===== src/rtl/wb_collector.sv =====
// wb_collector: per-channel writeback FIFOs drained round-robin onto one scoreboard port.
// Defining WB_COLLECTOR_BYPASS_EN lets an input to an empty FIFO reach wb_* combinationally.
module wb_collector #(
  parameter int unsigned NR_IN_PORTS   = 5,
  parameter int unsigned FIFO_DEPTH    = 2,
  parameter int unsigned TRANS_ID_BITS = 3,
  // Exception layout: {cause[63:0], tval[63:0], valid}
  parameter int unsigned EX_BITS       = 129
) (
  input  logic                                         clk_i,
  input  logic                                         rst_ni,
  input  logic                                         flush_i,
  input  logic [NR_IN_PORTS-1:0]                       in_valid_i,
  input  logic [NR_IN_PORTS-1:0][TRANS_ID_BITS-1:0]    in_trans_id_i,
  input  logic [NR_IN_PORTS-1:0][63:0]                 in_result_i,
  input  logic [NR_IN_PORTS-1:0][EX_BITS-1:0]          in_ex_i,
  output logic [NR_IN_PORTS-1:0]                       in_full_o,
  output logic                                         wb_valid_o,
  output logic [TRANS_ID_BITS-1:0]                     wb_trans_id_o,
  output logic [63:0]                                  wb_result_o,
  output logic [EX_BITS-1:0]                           wb_ex_o,
  output logic                                         overflow_o
);

  localparam int unsigned PTR_W  = (FIFO_DEPTH > 1) ? $clog2(FIFO_DEPTH) : 1;
  localparam int unsigned CNT_W  = PTR_W + 1;
  localparam int unsigned PORT_W = (NR_IN_PORTS > 1) ? $clog2(NR_IN_PORTS) : 1;

  typedef struct packed {
    logic [TRANS_ID_BITS-1:0] trans_id;
    logic [63:0]              result;
    logic [EX_BITS-1:0]       ex;
  } entry_t;

  entry_t                            r_mem [NR_IN_PORTS][FIFO_DEPTH];
  logic [NR_IN_PORTS-1:0][PTR_W-1:0] r_rd_ptr;
  logic [NR_IN_PORTS-1:0][PTR_W-1:0] r_wr_ptr;
  logic [NR_IN_PORTS-1:0][CNT_W-1:0] r_cnt;
  logic [PORT_W-1:0]                 r_rr_ptr;
  logic                              r_overflow;
  entry_t                            r_wb;
`ifndef WB_COLLECTOR_BYPASS_EN
  logic                              r_wb_valid;
`endif

  entry_t [NR_IN_PORTS-1:0] w_in_entry;
  entry_t [NR_IN_PORTS-1:0] w_head;
  logic   [NR_IN_PORTS-1:0] w_nonempty;
  logic   [NR_IN_PORTS-1:0] w_fifo_full;
  logic   [NR_IN_PORTS-1:0] w_cand;
  logic   [NR_IN_PORTS-1:0] w_push;
  logic   [NR_IN_PORTS-1:0] w_pop;
  logic   [NR_IN_PORTS-1:0] w_drop;
  logic                     w_any;
  logic                     w_bypass;
  logic   [PORT_W-1:0]      w_win;
  logic   [PORT_W-1:0]      w_rr_next;
  entry_t                   w_win_entry;
  entry_t                   w_wb_out;

  // Per-channel FIFO status and almost-full credit flag.
  always_comb begin
    for (int unsigned k = 0; k < NR_IN_PORTS; k++) begin
      w_in_entry[k]  = {in_trans_id_i[k], in_result_i[k], in_ex_i[k]};
      w_head[k]      = r_mem[k][r_rd_ptr[k]];
      w_nonempty[k]  = (r_cnt[k] != '0);
      w_fifo_full[k] = (r_cnt[k] == CNT_W'(FIFO_DEPTH));
      in_full_o[k]   = (r_cnt[k] >= CNT_W'(FIFO_DEPTH - 1));
    end
  end

`ifdef WB_COLLECTOR_BYPASS_EN
  // Inputs to empty FIFOs compete too, except in a flush cycle.
  assign w_cand = w_nonempty | (in_valid_i & ~w_nonempty & {NR_IN_PORTS{~flush_i}});
`else
  assign w_cand = w_nonempty;
`endif

  // Round-robin: first candidate at or after r_rr_ptr.
  always_comb begin
    logic [PORT_W-1:0] idx;
    idx   = '0;
    w_any = 1'b0;
    w_win = '0;
    for (int unsigned i = 0; i < NR_IN_PORTS; i++) begin
      idx = PORT_W'((32'(r_rr_ptr) + i) % NR_IN_PORTS);
      if (!w_any && w_cand[idx]) begin
        w_any = 1'b1;
        w_win = idx;
      end
    end
    w_rr_next   = (w_win == PORT_W'(NR_IN_PORTS - 1)) ? '0 : w_win + PORT_W'(1);
    w_bypass    = w_any && !w_nonempty[w_win];
    w_win_entry = w_bypass ? w_in_entry[w_win] : w_head[w_win];
  end

  always_comb begin
    for (int unsigned k = 0; k < NR_IN_PORTS; k++) begin
      w_pop[k]  = w_any && !flush_i && (w_win == PORT_W'(k)) && w_nonempty[k];
      w_push[k] = in_valid_i[k] && !flush_i && (!w_fifo_full[k] || w_pop[k])
                  && !(w_bypass && (w_win == PORT_W'(k)));
      w_drop[k] = in_valid_i[k] && !flush_i && w_fifo_full[k] && !w_pop[k];
    end
  end

  always_ff @(posedge clk_i) begin
    for (int unsigned k = 0; k < NR_IN_PORTS; k++) begin
      if (w_push[k]) r_mem[k][r_wr_ptr[k]] <= w_in_entry[k];
    end
  end

  always_ff @(posedge clk_i or negedge rst_ni) begin
    if (!rst_ni) begin
      r_rd_ptr   <= '0;
      r_wr_ptr   <= '0;
      r_cnt      <= '0;
      r_rr_ptr   <= '0;
      r_overflow <= 1'b0;
    end else if (flush_i) begin
      // overflow is deliberately sticky across flush
      r_rd_ptr <= '0;
      r_wr_ptr <= '0;
      r_cnt    <= '0;
      r_rr_ptr <= '0;
    end else begin
      if (w_any) r_rr_ptr <= w_rr_next;
      if (|w_drop) r_overflow <= 1'b1;
      for (int unsigned k = 0; k < NR_IN_PORTS; k++) begin
        if (w_push[k]) r_wr_ptr[k] <= r_wr_ptr[k] + PTR_W'(1);
        if (w_pop[k])  r_rd_ptr[k] <= r_rd_ptr[k] + PTR_W'(1);
        case ({w_push[k], w_pop[k]})
          2'b10:   r_cnt[k] <= r_cnt[k] + CNT_W'(1);
          2'b01:   r_cnt[k] <= r_cnt[k] - CNT_W'(1);
          default: ;
        endcase
      end
    end
  end

  // Writeback data holds its last value when nothing wins.
  always_ff @(posedge clk_i or negedge rst_ni) begin
    if (!rst_ni) begin
`ifndef WB_COLLECTOR_BYPASS_EN
      r_wb_valid <= 1'b0;
`endif
      r_wb       <= '0;
    end else if (flush_i) begin
`ifndef WB_COLLECTOR_BYPASS_EN
      r_wb_valid <= 1'b0;
`endif
    end else begin
`ifndef WB_COLLECTOR_BYPASS_EN
      r_wb_valid <= w_any;
`endif
      if (w_any) r_wb <= w_win_entry;
    end
  end

`ifdef WB_COLLECTOR_BYPASS_EN
  assign wb_valid_o = w_any && !flush_i;
  assign w_wb_out   = wb_valid_o ? w_win_entry : r_wb;
`else
  assign wb_valid_o = r_wb_valid;
  assign w_wb_out   = r_wb;
`endif

  assign wb_trans_id_o = w_wb_out.trans_id;
  assign wb_result_o   = w_wb_out.result;
  assign wb_ex_o       = w_wb_out.ex;
  assign overflow_o    = r_overflow;

endmodule


===== config.mk =====
export PLATFORM = sky130hd
export DESIGN_NAME = wb_collector
export DESIGN_NICKNAME = d
export VERILOG_FILES = /design/src/rtl/wb_collector.sv
export SDC_FILE = /design/constraint.sdc
export NUM_CORES = 2
export LEC_CHECK = 0
export BUFFER_PORTS_ARGS = -buffer_cell sky130_fd_sc_hd__buf_2
export CORE_MARGIN = 8
export CORE_UTILIZATION = 43
export DETAILED_ROUTE_END_ITERATION = 8
export PLACE_DENSITY = 0.67
export SKIP_CTS_REPAIR_TIMING = 1
export SLEW_MARGIN = 20
export SYNTH_ARGS = -nofsm -noshare
export SYNTH_HDL_FRONTEND = slang
export SYNTH_SLANG_ARGS = --single-unit

===== constraint.sdc =====
create_clock -name clk_i -period 44.6 [get_ports clk_i]
set_input_delay 4.46 -clock clk_i [delete_from_list [all_inputs] [get_ports clk_i]]
set_output_delay 4.46 -clock clk_i [all_outputs]
set_load 0.005 [all_outputs]

Word-level counts from Yosys, hierarchy flattened --
Memories as Yosys holds them, arrays and structs flattened. Index checks and enable logic that the tools add are counted.
Storage, ports and cells: bits in registers 221, memory bits (writable) 1960, memories 1
Memories:
- r_mem | words 5, width 392, read ports 5, clocked after Yosys merged registers in 0, write ports 5, line 35 | entry_t r_mem [NR_IN_PORTS][FIFO_DEPTH];
Cells by class: add/subtract/negate cells 25, divide/modulo/power cells 5, $lt $le $gt $ge 26, eq/ne operators 19, multiplexer cells 84, bitwise logic cells 11, reductions and logical operators 102
Operator list (number):
- 2-to-1 mux 196 bit | 23
- 2-to-1 mux 392 bit | 5
- binary-select mux 196 bit (select 3 bit) | 2
- demux 196 bit (select 1 bit) | 5
- modulo 32 x 3 -> 32 bit (second input constant) | 4
- logical AND 1 bit | 51
- modulo 3 x 3 -> 32 bit (second input constant) | 1
- nonzero test 2 bit | 16
- 2-to-1 mux 1 bit | 27
- < comparator 3 x 4 -> 1 bit (second input constant) | 6
- 2-to-1 mux 3 bit | 8
- logical NOT 1 bit | 21
- equality test 2 bit (second input constant) | 10
- greater-or-equal comparator 2 bit (second input constant) | 10
- NOT 1 -> 2 bit | 10
- one-hot mux 2 bit (2 select lines) | 5
- binary-select mux 1 bit (select 3 bit) | 6
- nonzero test 3 bit | 5
- adder 1 bit (second input constant) | 10
- adder 2 x 1 -> 2 bit (second input constant) | 5
- equality test 2 x 1 -> 1 bit (second input constant) | 5
- greater-or-equal comparator 2 x 1 -> 1 bit (second input constant) | 5
- < comparator 2 x 1 -> 1 bit (second input constant) | 5
- 2-to-1 mux 10 bit | 1
- other kinds (14) | 26

Longest topological paths before layout --
word-level depth 26, mapped depth 27

Worst setup path before layout --
Ideal clock, no wire load.
path kind input -> register, start point in flush_i, end point mem r_mem[0][1568] in the netlist's numbering, enable pin, arrival time 19568 ps, path slack 23999 ps, cell stages on the path 6, cells stage by stage buf_1 nor3b_1 o21ai_0 nor2_1 o21ai_0 nor3b_1
RTL lines:
- start: declaration | line 12 | input logic flush_i,
- end: declaration | line 35

==> results.json <==
{
  "tritoncts": "yes",
  "yosys-top-cells-count": "sky130_fd_sc_hd__edfxtp_1 (1,960), sky130_fd_sc_hd__mux2i_1 (891), sky130_fd_sc_hd__nand2_1 (472)",
  "first_pass_iters": 6,
  "startpoint_kind_of_the_worst_setup_timing_path": "flop",
  "mappedNetlistArea_sq_um": 86200,
  "clk_path_buf_depth": 3,
  "detail_route.iter0.violations": 5662,
  "hpwl_microns": 192000,
  "yosys_register_bits": 2181,
  "global_route.usage.met1_pct": 31.7,
  "gr-max-usage-layer": "met2",
  "ys_flop_type": "sky130_fd_sc_hd__edfxtp_1",
  "final_max_slew_viol_count": 0,
  "synth_enable_flop_cells": 1960,
  "critical-path-slowest-cell": "sky130_fd_sc_hd__ha_1",
  "crit_top_cell": "sky130_fd_sc_hd__buf_4",
  "cp_cell_sequence": "buf_4 -> inv_1 -> ha_1 -> inv_1 -> ha_1 -> o31ai_2 -> nand2_1 -> or4b_4 -> a21o_1 -> a21oi_2 -> nor4bb_1 -> or2_4 -> inv_8 -> ha_1 -> nor2b_1 -> a31oi_1 -> nand2b_1 -> nor3b_2 -> buf_4 -> buf_4 -> buf_4",
  "grt_util_all_layers_pct": 25.0,
  "drt_wl_total_microns": 282000,
  "worstSkewPairLatency_ns": 0.85,
  "ant_nets": 0,
  "clockRootBuffer": "sky130_fd_sc_hd__clkbuf_16",
  "power_switching_mw": 3.92,
  "ys_top_cells_by_area": "sky130_fd_sc_hd__edfxtp_1 (68%), sky130_fd_sc_hd__mux2i_1 (10%), sky130_fd_sc_hd__dfrtp_1 (6.4%)",
  "cts.clk_slew.worst_paths_ns": 0.06,
  "crit_family": "buffers and inverters",
  "floorplan.rows": 164,
  "critPathRequiredTime_ns": 45.06,
  "fp.dieH_microns": 464,
  "largest_net_degree_at_the_start_of_global_routing": 112,
  "switching_share_pct": 44.5,
  "cap_violations": 0,
  "yosysTopAreaCellShare_pct": 68.3,
  "crit_path_max_fanout": 76,
  "flow.area_growth_from_synthesis_pct": 19.4,
  "route.vias.total": 53400,
  "boundaryPins": 1191,
  "globalRouteMet2Util_pct": 39.6,
  "cts_max_level": 4,
  "post_route_cells_drive_above_1_share_pct": 27.2,
  "worstHoldPathType": "reg2reg",
  "worstMarginPinSlew_ns": 1.25,
  "timing.final.ws_setup_ns": 34.83,
  "finalSetupViolations": 0,
  "synth_seq_area_share_pct": 74.7,
  "fmaxAchievable_mhz": 102,
  "worst_slew_margin_rel_pct": 16.4,
  "finalSetupTns_ns": 0,
  "postLayoutCellArea_sq_um": 103000,
  "place_ws_ns": 34.77,
  "clock_skew_ns": 0.0584,
  "critPathKind": "reg2reg",
  "synth_async_sr_flop_share_pct": 10.1,
  "leakage_nw": 35.1,
  "combPwrFrac_pct": 48.0,
  "place.port_buffers": 1190,
  "synth.avg_cell_area_sq_um": 16.2,
  "pwr_density_cell_nw_per_um2": 85.6,
  "drc_errors": 0,
  "nFillCells": 16600,
  "die_area_sq_um": 215000,
  "dpl-instance-area_sq_um": 95000,
  "global_route.usage.met3_pct": 7.43,
  "globalplace.congestion": 0.844,
  "routed_via_density": 5.64,
  "worst-path-buf-inv": 7,
  "grt_pass1_vias": 53100,
  "vdd_drop_max_mv": 0.244,
  "critPathMaxStageDelay_ns": 1.00,
  "design.core.area_sq_um": 199000,
  "post-synth-top-area-cell": "sky130_fd_sc_hd__edfxtp_1",
  "initial_cell_density_of_the_core_pct": 43.2,
  "synth_cell_type_count": 86,
  "crit_share_post_route_pct": 21.9,
  "run_status": "finished clean",
  "grt_pass1_wl_microns": 393000,
  "tritoncts_buffers": 221,
  "horizontal_die_dimension_microns": 464,
  "finalWorstPathRequiredPeriod_ns": 9.77,
  "antenna_found_initial": 238,
  "rsz0062_at_grt": "false",
  "synthesis.nets": 6331,
  "clockPowerShare_pct": 21.7,
  "avgRoutedWirePerCell_microns": 29.8,
  "report.final.hold_viol_count": 0,
  "cts.sink_count": 2181,
  "synth_cells": 5309,
  "seq_power_share_pct": 30.3,
  "layout.nets": 7502,
  "data_arrival_at_the_endpoint_of_the_critical_path_ns": 10.24,
  "globalRoute.totalOverflow": 0,
  "capturing_element_type_of_the_critical_path": "flop",
  "intPower_mw": 4.89,
  "yosysMostFrequentCell": "sky130_fd_sc_hd__edfxtp_1",
  "synthesis.yosys.warnings": 0
}
-- state kept, by name, summed over array words and instances (netlist names) --
register	flops
wb_trans_id_o	3
wb_result_o	64
r_rr_ptr	3
r_cnt	10
r_rd_ptr	5
wb_valid_o	1
wb_ex_o	129
overflow_o	1
r_mem	1960
r_wr_ptr	5
-- cell usage in the layout (no fill, tap or decap), drive strengths merged, types with 148 or more instances in the layout --
master	n
a22oi	152
a31oi	204
buf	1274
clkbuf	316
dfrtp	221
edfxtp	1960
mux2	148
mux2i	891
nand2	472
nand3	207
nor2	222
o211ai	202
-- kinds of logic after synthesis --
group | Yosys count | share of synthesized area, %
simple gates | 1000 | 4.99
fa+ha+maj | 34 | 0.493
buf+inv | 367 | 1.80
flops | 2181 | 74.7
xor+xnor | 9 | 0.109
mux | 1039 | 12.3
compound gates | 679 | 5.64
-- worst reg2reg max path, delay by kind of cell, from the launching register on --
kind / cells / cell delay, ns
flops: 1 / 0.32
fa+ha+maj: 3 / 1.80
compound gates: 4 / 0.89
buf+inv: 7 / 4.32
simple gates: 7 / 1.97
-- final timing paths --
kind,depth (start not counted),start,endpoint,slack [ns]
setup reg to reg,21,r_rr_ptr[0]$_DFFE_PN0P_,r_mem[0][90]$_DFFE_PP_,34.83
min in group asynchronous,1,rst_ni,wb_ex_o[14]$_DFFE_PN0N_,3.67
max in group asynchronous,3,rst_ni,wb_result_o[33]$_DFFE_PN0N_,38.78
hold / removal,2,wb_ex_o[85]$_DFFE_PN0N_,wb_ex_o[85]$_DFFE_PN0N_,0.55
hold reg to reg,2,wb_ex_o[85]$_DFFE_PN0N_,wb_ex_o[85]$_DFFE_PN0N_,0.55
setup / recovery,21,r_rr_ptr[0]$_DFFE_PN0P_,r_mem[0][90]$_DFFE_PP_,34.83
-- power groups by stage --
stage	combinational, mW	sequential [mW]	clock (mW)
finish	4.23	2.67	1.91
global route	4.54	2.69	2.01
CTS	4.27	2.67	1.93
detailed placement	4.25	2.71	0
global placement	4.20	2.70	0
floorplan	2.65	2.72	0
-- per-stage QoR --
stage / cells / utilization [%] / hold WS (ns) / total power, mW
finish: 9475 / 51.6 / 0.548 / 8.81
global route: 9429 / 51.5 / 0.566 / 9.24
CTS: 9335 / 51.4 / 0.547 / 8.87
detailed placement: 8913 / 47.6 / 0.536 / 6.96
global placement: 8913 / 47.6 / 0.525 / 6.90
floorplan: 5309 / - / 0.520 / 5.37
-- area by class of cell --
class / instances / area (sq um) / share of cell area [%]
diodes: 140 / 350 / 0.340
clock buffers: 316 / 6300 / 6.12
clock inverters: 106 / 1300 / 1.26
inverters: 41 / 181 / 0.176
multi-input cells: 2761 / 20300 / 19.8
flip-flops and latches: 2181 / 64400 / 62.6
well taps: 2656 / 3320 / 3.23
repair buffers: 1274 / 6710 / 6.52
-- routing by layer --
metal / part of all wire, % / wire [microns] / vias up
li1: - / - / 23100
met1: 39 / 110000 / 27000
met2: 47 / 133000 / 2629
met3: 9.2 / 25900 / 627
met4: 4.5 / 12700 / 76
met5: 0.16 / 460 / -
No activity file was read; power rests on OpenSTA's default activity.
